## config.mk

```make
export PLATFORM = sky130hd
export DESIGN_NAME = data_bus_arbiter
export DESIGN_NICKNAME = d
export VERILOG_FILES = /design/src/rtl/data_bus_arbiter.sv
export SDC_FILE = /design/constraint.sdc
export NUM_CORES = 1
export LEC_CHECK = 0
export CAP_MARGIN = 20
export CORE_AREA = 3 3 256 258
export DETAILED_ROUTE_END_ITERATION = 8
export DIE_AREA = 0 0 259 261
export HOLD_SLACK_MARGIN = 0.1
export PLACE_DENSITY = 0.5
export SYNTH_ARGS = -nofsm -noshare
export SYNTH_HDL_FRONTEND = slang
export SYNTH_SLANG_ARGS = --single-unit
```

## constraint.sdc

```tcl
create_clock -name clk -period 18.8 [get_ports clk]
set_clock_uncertainty 0.1 [all_clocks]
set_input_delay 1.88 -clock clk [delete_from_list [all_inputs] [get_ports clk]]
set_output_delay 1.88 -clock clk [all_outputs]
set_load 0.02 [all_outputs]
```

## src/rtl/data_bus_arbiter.sv

```systemverilog
// Two-master round-robin arbiter and sequencer for the single-ported data memory.
// Latency: read ack at grant+2+MEM_LAT, write ack at grant+2 (grant = IDLE sample cycle).
// Backpressure: a waiting master sees no ack; m0_stall holds the CPU until its ack.
module data_bus_arbiter #(
    parameter int DATA_W  = 64,
    parameter int ADDR_W  = 64,
    parameter int MEM_LAT = 1     // memory read latency, legal range 1..4
) (
    input  logic              clk,
    input  logic              rst,

    // Master 0: CPU data port
    input  logic              m0_req,
    input  logic              m0_we,
    input  logic [ADDR_W-1:0] m0_addr,
    input  logic [DATA_W-1:0] m0_wdata,
    output logic              m0_ack,
    output logic [DATA_W-1:0] m0_rdata,
    output logic              m0_stall,

    // Master 1: loader/debug port
    input  logic              m1_req,
    input  logic              m1_we,
    input  logic [ADDR_W-1:0] m1_addr,
    input  logic [DATA_W-1:0] m1_wdata,
    output logic              m1_ack,
    output logic [DATA_W-1:0] m1_rdata,

    // Memory side
    output logic              mem_en,
    output logic              mem_we,
    output logic [ADDR_W-1:0] mem_addr,
    output logic [DATA_W-1:0] mem_wdata,
    input  logic [DATA_W-1:0] mem_rdata,

    // Status
    output logic [1:0]        gnt,
    output logic [31:0]       m0_count,
    output logic [31:0]       m1_count
);

    typedef enum logic [1:0] {
        IDLE  = 2'd0,
        ISSUE = 2'd1,
        WAIT  = 2'd2,
        DONE  = 2'd3
    } state_t;

    // Value loaded into the latency counter when a read leaves ISSUE.
    localparam logic [2:0] LAT_LOAD = 3'(MEM_LAT);

    // ------------------------------------------------------------------
    // State
    // ------------------------------------------------------------------
    state_t            state_q,     state_d;
    logic [2:0]        lat_cnt_q,   lat_cnt_d;
    logic              win_q,       win_d;       // 0 = master 0, 1 = master 1
    logic              last_gnt_q,  last_gnt_d;  // index of the last completed winner
    logic [1:0]        gnt_q,       gnt_d;
    logic              cmd_we_q,    cmd_we_d;
    logic [ADDR_W-1:0] cmd_addr_q,  cmd_addr_d;
    logic [DATA_W-1:0] cmd_wdata_q, cmd_wdata_d;
    logic [DATA_W-1:0] rdata0_q,    rdata0_d;
    logic [DATA_W-1:0] rdata1_q,    rdata1_d;
    logic [31:0]       count0_q,    count0_d;
    logic [31:0]       count1_q,    count1_d;

    // Strobes from the sequencer to the datapath
    logic grant_now;   // IDLE cycle in which a winner is chosen
    logic capture;     // last WAIT cycle: mem_rdata is valid
    logic finish;      // DONE cycle: ack, count, release

    // ------------------------------------------------------------------
    // Arbitration
    // ------------------------------------------------------------------
    logic any_req;
    logic pick;        // index of the master that wins this IDLE cycle

    // On a tie the master that did not win last time goes first; otherwise the lone requester wins.
    always_comb begin
        any_req = m0_req | m1_req;
        pick    = (m0_req & m1_req) ? ~last_gnt_q : m1_req;
    end

    // ------------------------------------------------------------------
    // Sequencer: next state and latency counting
    // ------------------------------------------------------------------
    // Reads wait MEM_LAT cycles; the counter is decremented in WAIT and the
    // cycle in which it is about to hit zero is the one carrying valid data.
    always_comb begin
        state_d   = state_q;
        lat_cnt_d = lat_cnt_q;
        grant_now = 1'b0;
        capture   = 1'b0;
        finish    = 1'b0;
        case (state_q)
            IDLE: begin
                if (any_req) begin
                    grant_now = 1'b1;
                    state_d   = ISSUE;
                end
            end
            ISSUE: begin
                if (cmd_we_q) begin
                    state_d = DONE;
                end else begin
                    lat_cnt_d = LAT_LOAD;
                    state_d   = WAIT;
                end
            end
            WAIT: begin
                lat_cnt_d = lat_cnt_q - 3'd1;
                if (lat_cnt_q == 3'd1) begin
                    capture = 1'b1;
                    state_d = DONE;
                end
            end
            DONE: begin
                finish  = 1'b1;
                state_d = IDLE;
            end
            default: begin
                state_d = IDLE;
            end
        endcase
    end

    // ------------------------------------------------------------------
    // Datapath: command latch, read-data capture, counters, grant tracking
    // ------------------------------------------------------------------
    // The command is frozen at grant so later requester changes cannot leak into the access.
    always_comb begin
        win_d       = win_q;
        last_gnt_d  = last_gnt_q;
        gnt_d       = gnt_q;
        cmd_we_d    = cmd_we_q;
        cmd_addr_d  = cmd_addr_q;
        cmd_wdata_d = cmd_wdata_q;
        rdata0_d    = rdata0_q;
        rdata1_d    = rdata1_q;
        count0_d    = count0_q;
        count1_d    = count1_q;

        if (grant_now) begin
            win_d       = pick;
            gnt_d       = pick ? 2'b10 : 2'b01;
            cmd_we_d    = pick ? m1_we    : m0_we;
            cmd_addr_d  = pick ? m1_addr  : m0_addr;
            cmd_wdata_d = pick ? m1_wdata : m0_wdata;
        end

        if (capture) begin
            if (win_q) begin
                rdata1_d = mem_rdata;
            end else begin
                rdata0_d = mem_rdata;
            end
        end

        if (finish) begin
            last_gnt_d = win_q;
            gnt_d      = 2'b00;
            if (win_q) begin
                count1_d = count1_q + 32'd1;
            end else begin
                count0_d = count0_q + 32'd1;
            end
        end
    end

    // State register; reset drops any in-flight transaction without an ack.
    always_ff @(posedge clk or posedge rst) begin
        if (rst) begin
            state_q   <= IDLE;
            lat_cnt_q <= 3'd0;
        end else begin
            state_q   <= state_d;
            lat_cnt_q <= lat_cnt_d;
        end
    end

    // Datapath registers; last_gnt starts at 1 so master 0 wins the first tie.
    always_ff @(posedge clk or posedge rst) begin
        if (rst) begin
            win_q       <= 1'b0;
            last_gnt_q  <= 1'b1;
            gnt_q       <= 2'b00;
            cmd_we_q    <= 1'b0;
            cmd_addr_q  <= '0;
            cmd_wdata_q <= '0;
            rdata0_q    <= '0;
            rdata1_q    <= '0;
            count0_q    <= 32'd0;
            count1_q    <= 32'd0;
        end else begin
            win_q       <= win_d;
            last_gnt_q  <= last_gnt_d;
            gnt_q       <= gnt_d;
            cmd_we_q    <= cmd_we_d;
            cmd_addr_q  <= cmd_addr_d;
            cmd_wdata_q <= cmd_wdata_d;
            rdata0_q    <= rdata0_d;
            rdata1_q    <= rdata1_d;
            count0_q    <= count0_d;
            count1_q    <= count1_d;
        end
    end

    // ------------------------------------------------------------------
    // Outputs
    // ------------------------------------------------------------------
    // Strobes are decoded from state so they fall to zero the instant reset hits.
    always_comb begin
        mem_en    = (state_q == ISSUE);
        mem_we    = (state_q == ISSUE) & cmd_we_q;
        mem_addr  = cmd_addr_q;
        mem_wdata = cmd_wdata_q;
        m0_ack    = (state_q == DONE) & ~win_q;
        m1_ack    = (state_q == DONE) &  win_q;
        m0_rdata  = rdata0_q;
        m1_rdata  = rdata1_q;
        m0_stall  = m0_req & ~m0_ack;
        gnt       = gnt_q;
        m0_count  = count0_q;
        m1_count  = count1_q;
    end

endmodule

```

### Word level (Yosys, flattened, before mapping)

Cells that the tools add are included.

* input port bits: 326
* bits in latches: 0
* register bits after elaboration: 330
* word-level logic and storage cells: 58
* output and inout port bits: 327
* memories: 0
* memory bits (read-only): 0
* memory bits (writable): 0

* divide/modulo/power cells: 0
* reduce and logical (&&, ||, !) cells: 9
* shifts and indexed selects: 0
* mux-type cells: 18
* bitwise operators: 9
* add/sub/neg operators: 3
* equal/unequal tests: 7
* magnitude comparators: 0
* $mul: 0

Operator list (count)
* 2-to-1 mux 64 bit: 2
* adder 32 x 1 -> 32 bit (second input constant): 2
* AND reduction 2 bit: 6
* 2-to-1 mux 2 bit: 5
* 2-to-1 mux 1 bit: 8
* one-hot mux 2 bit (4 select lines): 1
* != test 2 bit (second input constant): 3
* one-hot mux 3 bit (2 select lines): 1
* AND 1 bit: 5
* equality test 2 bit (second input constant): 2
* nonzero test 2 bit: 2
* equality test 3 x 1 -> 1 bit (second input constant): 1
* 2-to-1 mux 3 bit: 1
* inverter 1 bit: 3
* subtractor 3 x 1 -> 3 bit (second input constant): 1
* equality test 2 x 1 -> 1 bit (second input constant): 1
* zero test 2 bit: 1
* OR 1 bit: 1

### Depth between registers and ports, before layout

* depth in word-level cells: 5
* depth in mapped cells: 8
* mapped depth without buffers: 6

### Worst setup path after synthesis

Ideal clock, no wire load.

* kind: input to output
* start: input port m0_req
* end: output port m0_stall
* data arrival time: 2.207 ns
* path buffers: 0
* slack: 14.613 ns
* stages on the path: 1
* data required time: 16.820 ns
* path through: nor2b_1

* cells in the longest elaborated chain, start to end: 1

Ends and longest elaborated chain
* from (decl): RTL line 13 `input logic m0_req,`
* AND 1 bit: RTL line 222 `m0_stall = m0_req & ~m0_ack;`
* to (decl): RTL line 19 `output logic m0_stall,`

Every way passes these cells.

### Worst setup path in the final report

Ends and elaborated chain as after synthesis.

==> reports/summary.log <==
[status] status finished, final reports clean
[cts] Post-CTS Resized 0
[die] height of the die 261 um
[placed_design] quantity of I/O buffers inserted on ports 652
[sta] setup slack after layout 13.39 ns
[placed_design] placed wire-length estimate 38200 um
[die] Core Footprint 63200 um2
[global_route] vias in the first global route 11700
[critical_path] critical path launch point type input pin
[global_route] pin count of the biggest net entering global routing 143
[critical_path] worst reg2reg startpoint state_q[0]
[synth] net count of the mapped netlist 1472
[finish] Area growth syn-to-layout 63.3%
[critical_path] most prevalent standard cell on the critical path clkdlybuf4s50_1
[finish] proportion of layout cells with a drive suffix above 1 11.7%
[cts] buffer levels on the longest clock path 3
[drt] Routed wire per std cell 18.9 um
[sta] Final Critical Period 5.41 ns
[die] number of placement rows 92
[synth] number of warnings printed during yosys synthesis 0
[synth] share of flip-flops with an asynchronous set or reset after synthesis 100%
[cts] number of buffers added by the clock tree synthesis step 42
[global_route] GRT met2 Usage 26.0%
[cts] clock latency on the worst-skew pair 0.55 ns
[drt] Total Routed Length 50400 um
[synth] proportion of netlist area held by the largest area contributor 58.9%
[synth] number of synthesized register bits 330
[global_route] initial antenna violation count 5
[die] die width 259 um
[sta] total setup violations reported at the end of the flow 0
[cts] CTS tree built
[placed_design] final weighted congestion in routability-driven placement 0.808
[synth] count of unique library cells instantiated by Yosys 39
[die] count of pins on the block boundary 653
[sta] Setup TNS 0 ns
[cts] H-tree Lvls 2
[power_and_ir_drop] Overall Power 0.00362 W
[sta] Worst-Margin Slew 1.02 ns
[critical_path] kind of end point of the critical path output pin
[critical_path] cell depth of the worst setup path 3
[global_route] routing layer with the top usage in global route met2
[drt] remaining antenna violation count 0
[critical_path] worst path cell trace clkdlybuf4s50_1 > nor2b_1 > clkdlybuf4s50_1
[sta] Slew Viols, Final 0
[critical_path] crit path max fanout 4
[sta] hold violation count in the final report 0
[critical_path] cell at the slowest stage of the critical path clkdlybuf4s50_1
[critical_path] launching element of the worst setup path m0_req
[drt] per-cell via count in the routed design 4.14
[flow_run] max-cap check violation count 0
[cts] hold buffer count at CTS 0
[die] die area 67600 um2
[cts] Worst-path clk slew 0.06 ns
[critical_path] critical path's largest stage delay 0.75 ns
[global_route] met3 Track Usage GR 4.41%
[critical_path] worst path arrival time 3.43 ns
[cts] number of clock sinks seen by CTS 330
[global_route] wire length of the first global-routing pass 74300 um
[critical_path] dominant delay contributor by cell family on the critical path buffers and inverters
[finish] net count reported at finish 2119
[drt] vias post-DR 11000
[hold_path] worst hold path class register to register
[synth] top cells by area, synth dfrtp_1, mux2_2, mux2i_1
[finish] filler instances 6169
[critical_path] endpoint of the worst-slack reg-to-reg timing path mem_addr[2]
[cts] post-CTS setup-driven buffer insertion count 0
[power_and_ir_drop] Lkg Pwr 9.60 nW
[sta] relative slew slack 31.8%
[synth] dominant synthesized flop cell dfrtp_1
[die] Starting Density 22.1%
[synth] mapped cell area 14000 um2
[sta] highest clock frequency the design can meet 185 MHz
[sta] final cycle utilization of the critical path 28.8%
[synth] mean post-synth cell area 12.3 um2
[critical_path] Critical path destination m0_stall
[drt] number of detailed-routing iterations run before antenna repair 6
[hold_path] Hold Crit Start m0_count[31]
[sta] setup repair after global routing missed its margin false
[power_and_ir_drop] total power per unit cell area 159 nW/um2
[global_route] met1 track demand over resource in global routing 15.8%
[cts] clk root buf clkbuf_16
[critical_path] register-to-register path setup slack 15.32 ns
[synth] gate count after technology mapping 1138
[drt] iteration-0 DRC count of the detailed router 347
[critical_path] required arrival time at the worst endpoint 16.82 ns
[drt] DRC 0
[placed_design] post-place setup slack 13.15 ns
[synth] EDFF count, synth 0
[global_route] global-route usage over all layers 14.3%
[critical_path] count of buffering cells on the critical path with inverters included 2
[global_route] sum of overflow across all layers after global routing 0
[critical_path] Setup CP Type input pin to output pin
[power_and_ir_drop] maximum ir drop on the vdd rail 0.0619 mV
[synth] cell accounting for the most synthesized area dfrtp_1
[critical_path] cell count of the worst reg-to-reg path 6
[synth] portion of the post-synthesis area used by sequential elements 59.1%
==> per-layer routing <==
metal	up-vias	part of all wire, %	routed length [um]
met5	-	0	0
met4	0	2.8	1390
met3	64	7.4	3730
met2	393	52	26300
met1	5300	38	18900
li1	5271	-	-
==> synthesized netlist by cell type (all sizes together), types with 2 or more instances <==
master  count
dfrtp     329
nand2     159
o21ai     134
mux2i     131
mux2      130
xnor2      51
buf        36
nand3      28
clkbuf     24
nand4      22
inv        14
xor2       11
and3        9
nor3        9
ha          8
nor2        8
and4        7
nor4        7
and2        4
a21oi       3
a221o       2
nand4b      2
nor2b       2
==> cells in the final DEF, fill, tap and decap left out, types with 9 or more instances in the layout <==
| cell | count |
|---|---|
| clkdlybuf4s50_1 | 652 |
| dfrtp_1 | 329 |
| nand2_1 | 159 |
| o21ai_0 | 133 |
| mux2i_1 | 131 |
| mux2_2 | 125 |
| xnor2_1 | 51 |
| clkbuf_16 | 43 |
| nand3_1 | 28 |
| nand4_1 | 21 |
| inv_1 | 13 |
| xor2_1 | 11 |
| clkbuf_1 | 10 |
| and3_1 | 9 |
| buf_4 | 9 |
==> final cells by class <==
type / count / area [um2] / share of cell area, %
sequential: 330 / 8260 / 36.2
timing repair buffer: 663 / 6640 / 29.1
multi-input combinational: 734 / 5420 / 23.7
clock buffer: 61 / 1220 / 5.36
tap: 846 / 1060 / 4.63
clock inverter: 16 / 171 / 0.751
inverter: 14 / 60.1 / 0.263
antenna: 2 / 5.00 / 0.0219
==> kinds of logic after synthesis <==
family          count (synthesis)  share of synthesized area [%]
buf+inv                        74                           2.33
compound gates                144                           5.37
mux                           261                           19.8
fa+ha+maj                       8                          0.716
simple gates                  259                           8.81
flops                         330                           59.1
xor+xnor                       62                           3.88
==> through the flow <==
stage,hold WS (ns),cell area [um2],std cells,utilization [%]
global route,0.396,22800,2666,36.1
CTS,0.379,22800,2663,36.1
detailed placement,0.369,21400,2586,33.9
global placement,0.360,21400,2586,33.9
floorplan,0.346,14000,1138,-
finish,0.371,22800,2666,36.1
==> report_power, final <==
| group | total (W) | switching [W] | internal (W) |
|---|---|---|---|
| sequential | 0.00118 | 0.000170 | 0.00101 |
| combinational | 0.00163 | 0.000845 | 0.000786 |
| clock | 0.000813 | 0.000319 | 0.000494 |
| total | 0.00362 | 0.00133 | 0.00229 |
==> worst min path at each step <==
| stage | endpoint | slack [ns] | depth (start not counted) |
|---|---|---|---|
| 6_report | m0_count[31] | 0.37 | 1 |
| 5_1_grt | m0_rdata[50] | 0.40 | 1 |
| 4_1_cts | m0_count[31] | 0.38 | 1 |
| 3_5_place_dp | mem_wdata[30] | 0.37 | 2 |
| 3_3_place_gp | mem_addr[31] | 0.36 | 2 |
| 2_1_floorplan | last_gnt_q | 0.35 | 2 |
==> sequential cells by signal, summed over array words and instances, names as in the netlist <==
register    count
cmd_we_q        1
gnt             2
last_gnt_q      1
lat_cnt_q       3
m0_count       32
m0_rdata       64
m1_count       32
m1_rdata       64
mem_addr       64
mem_wdata      64
state_q         2
win_q           1
(Power assumes the default switching activity.)
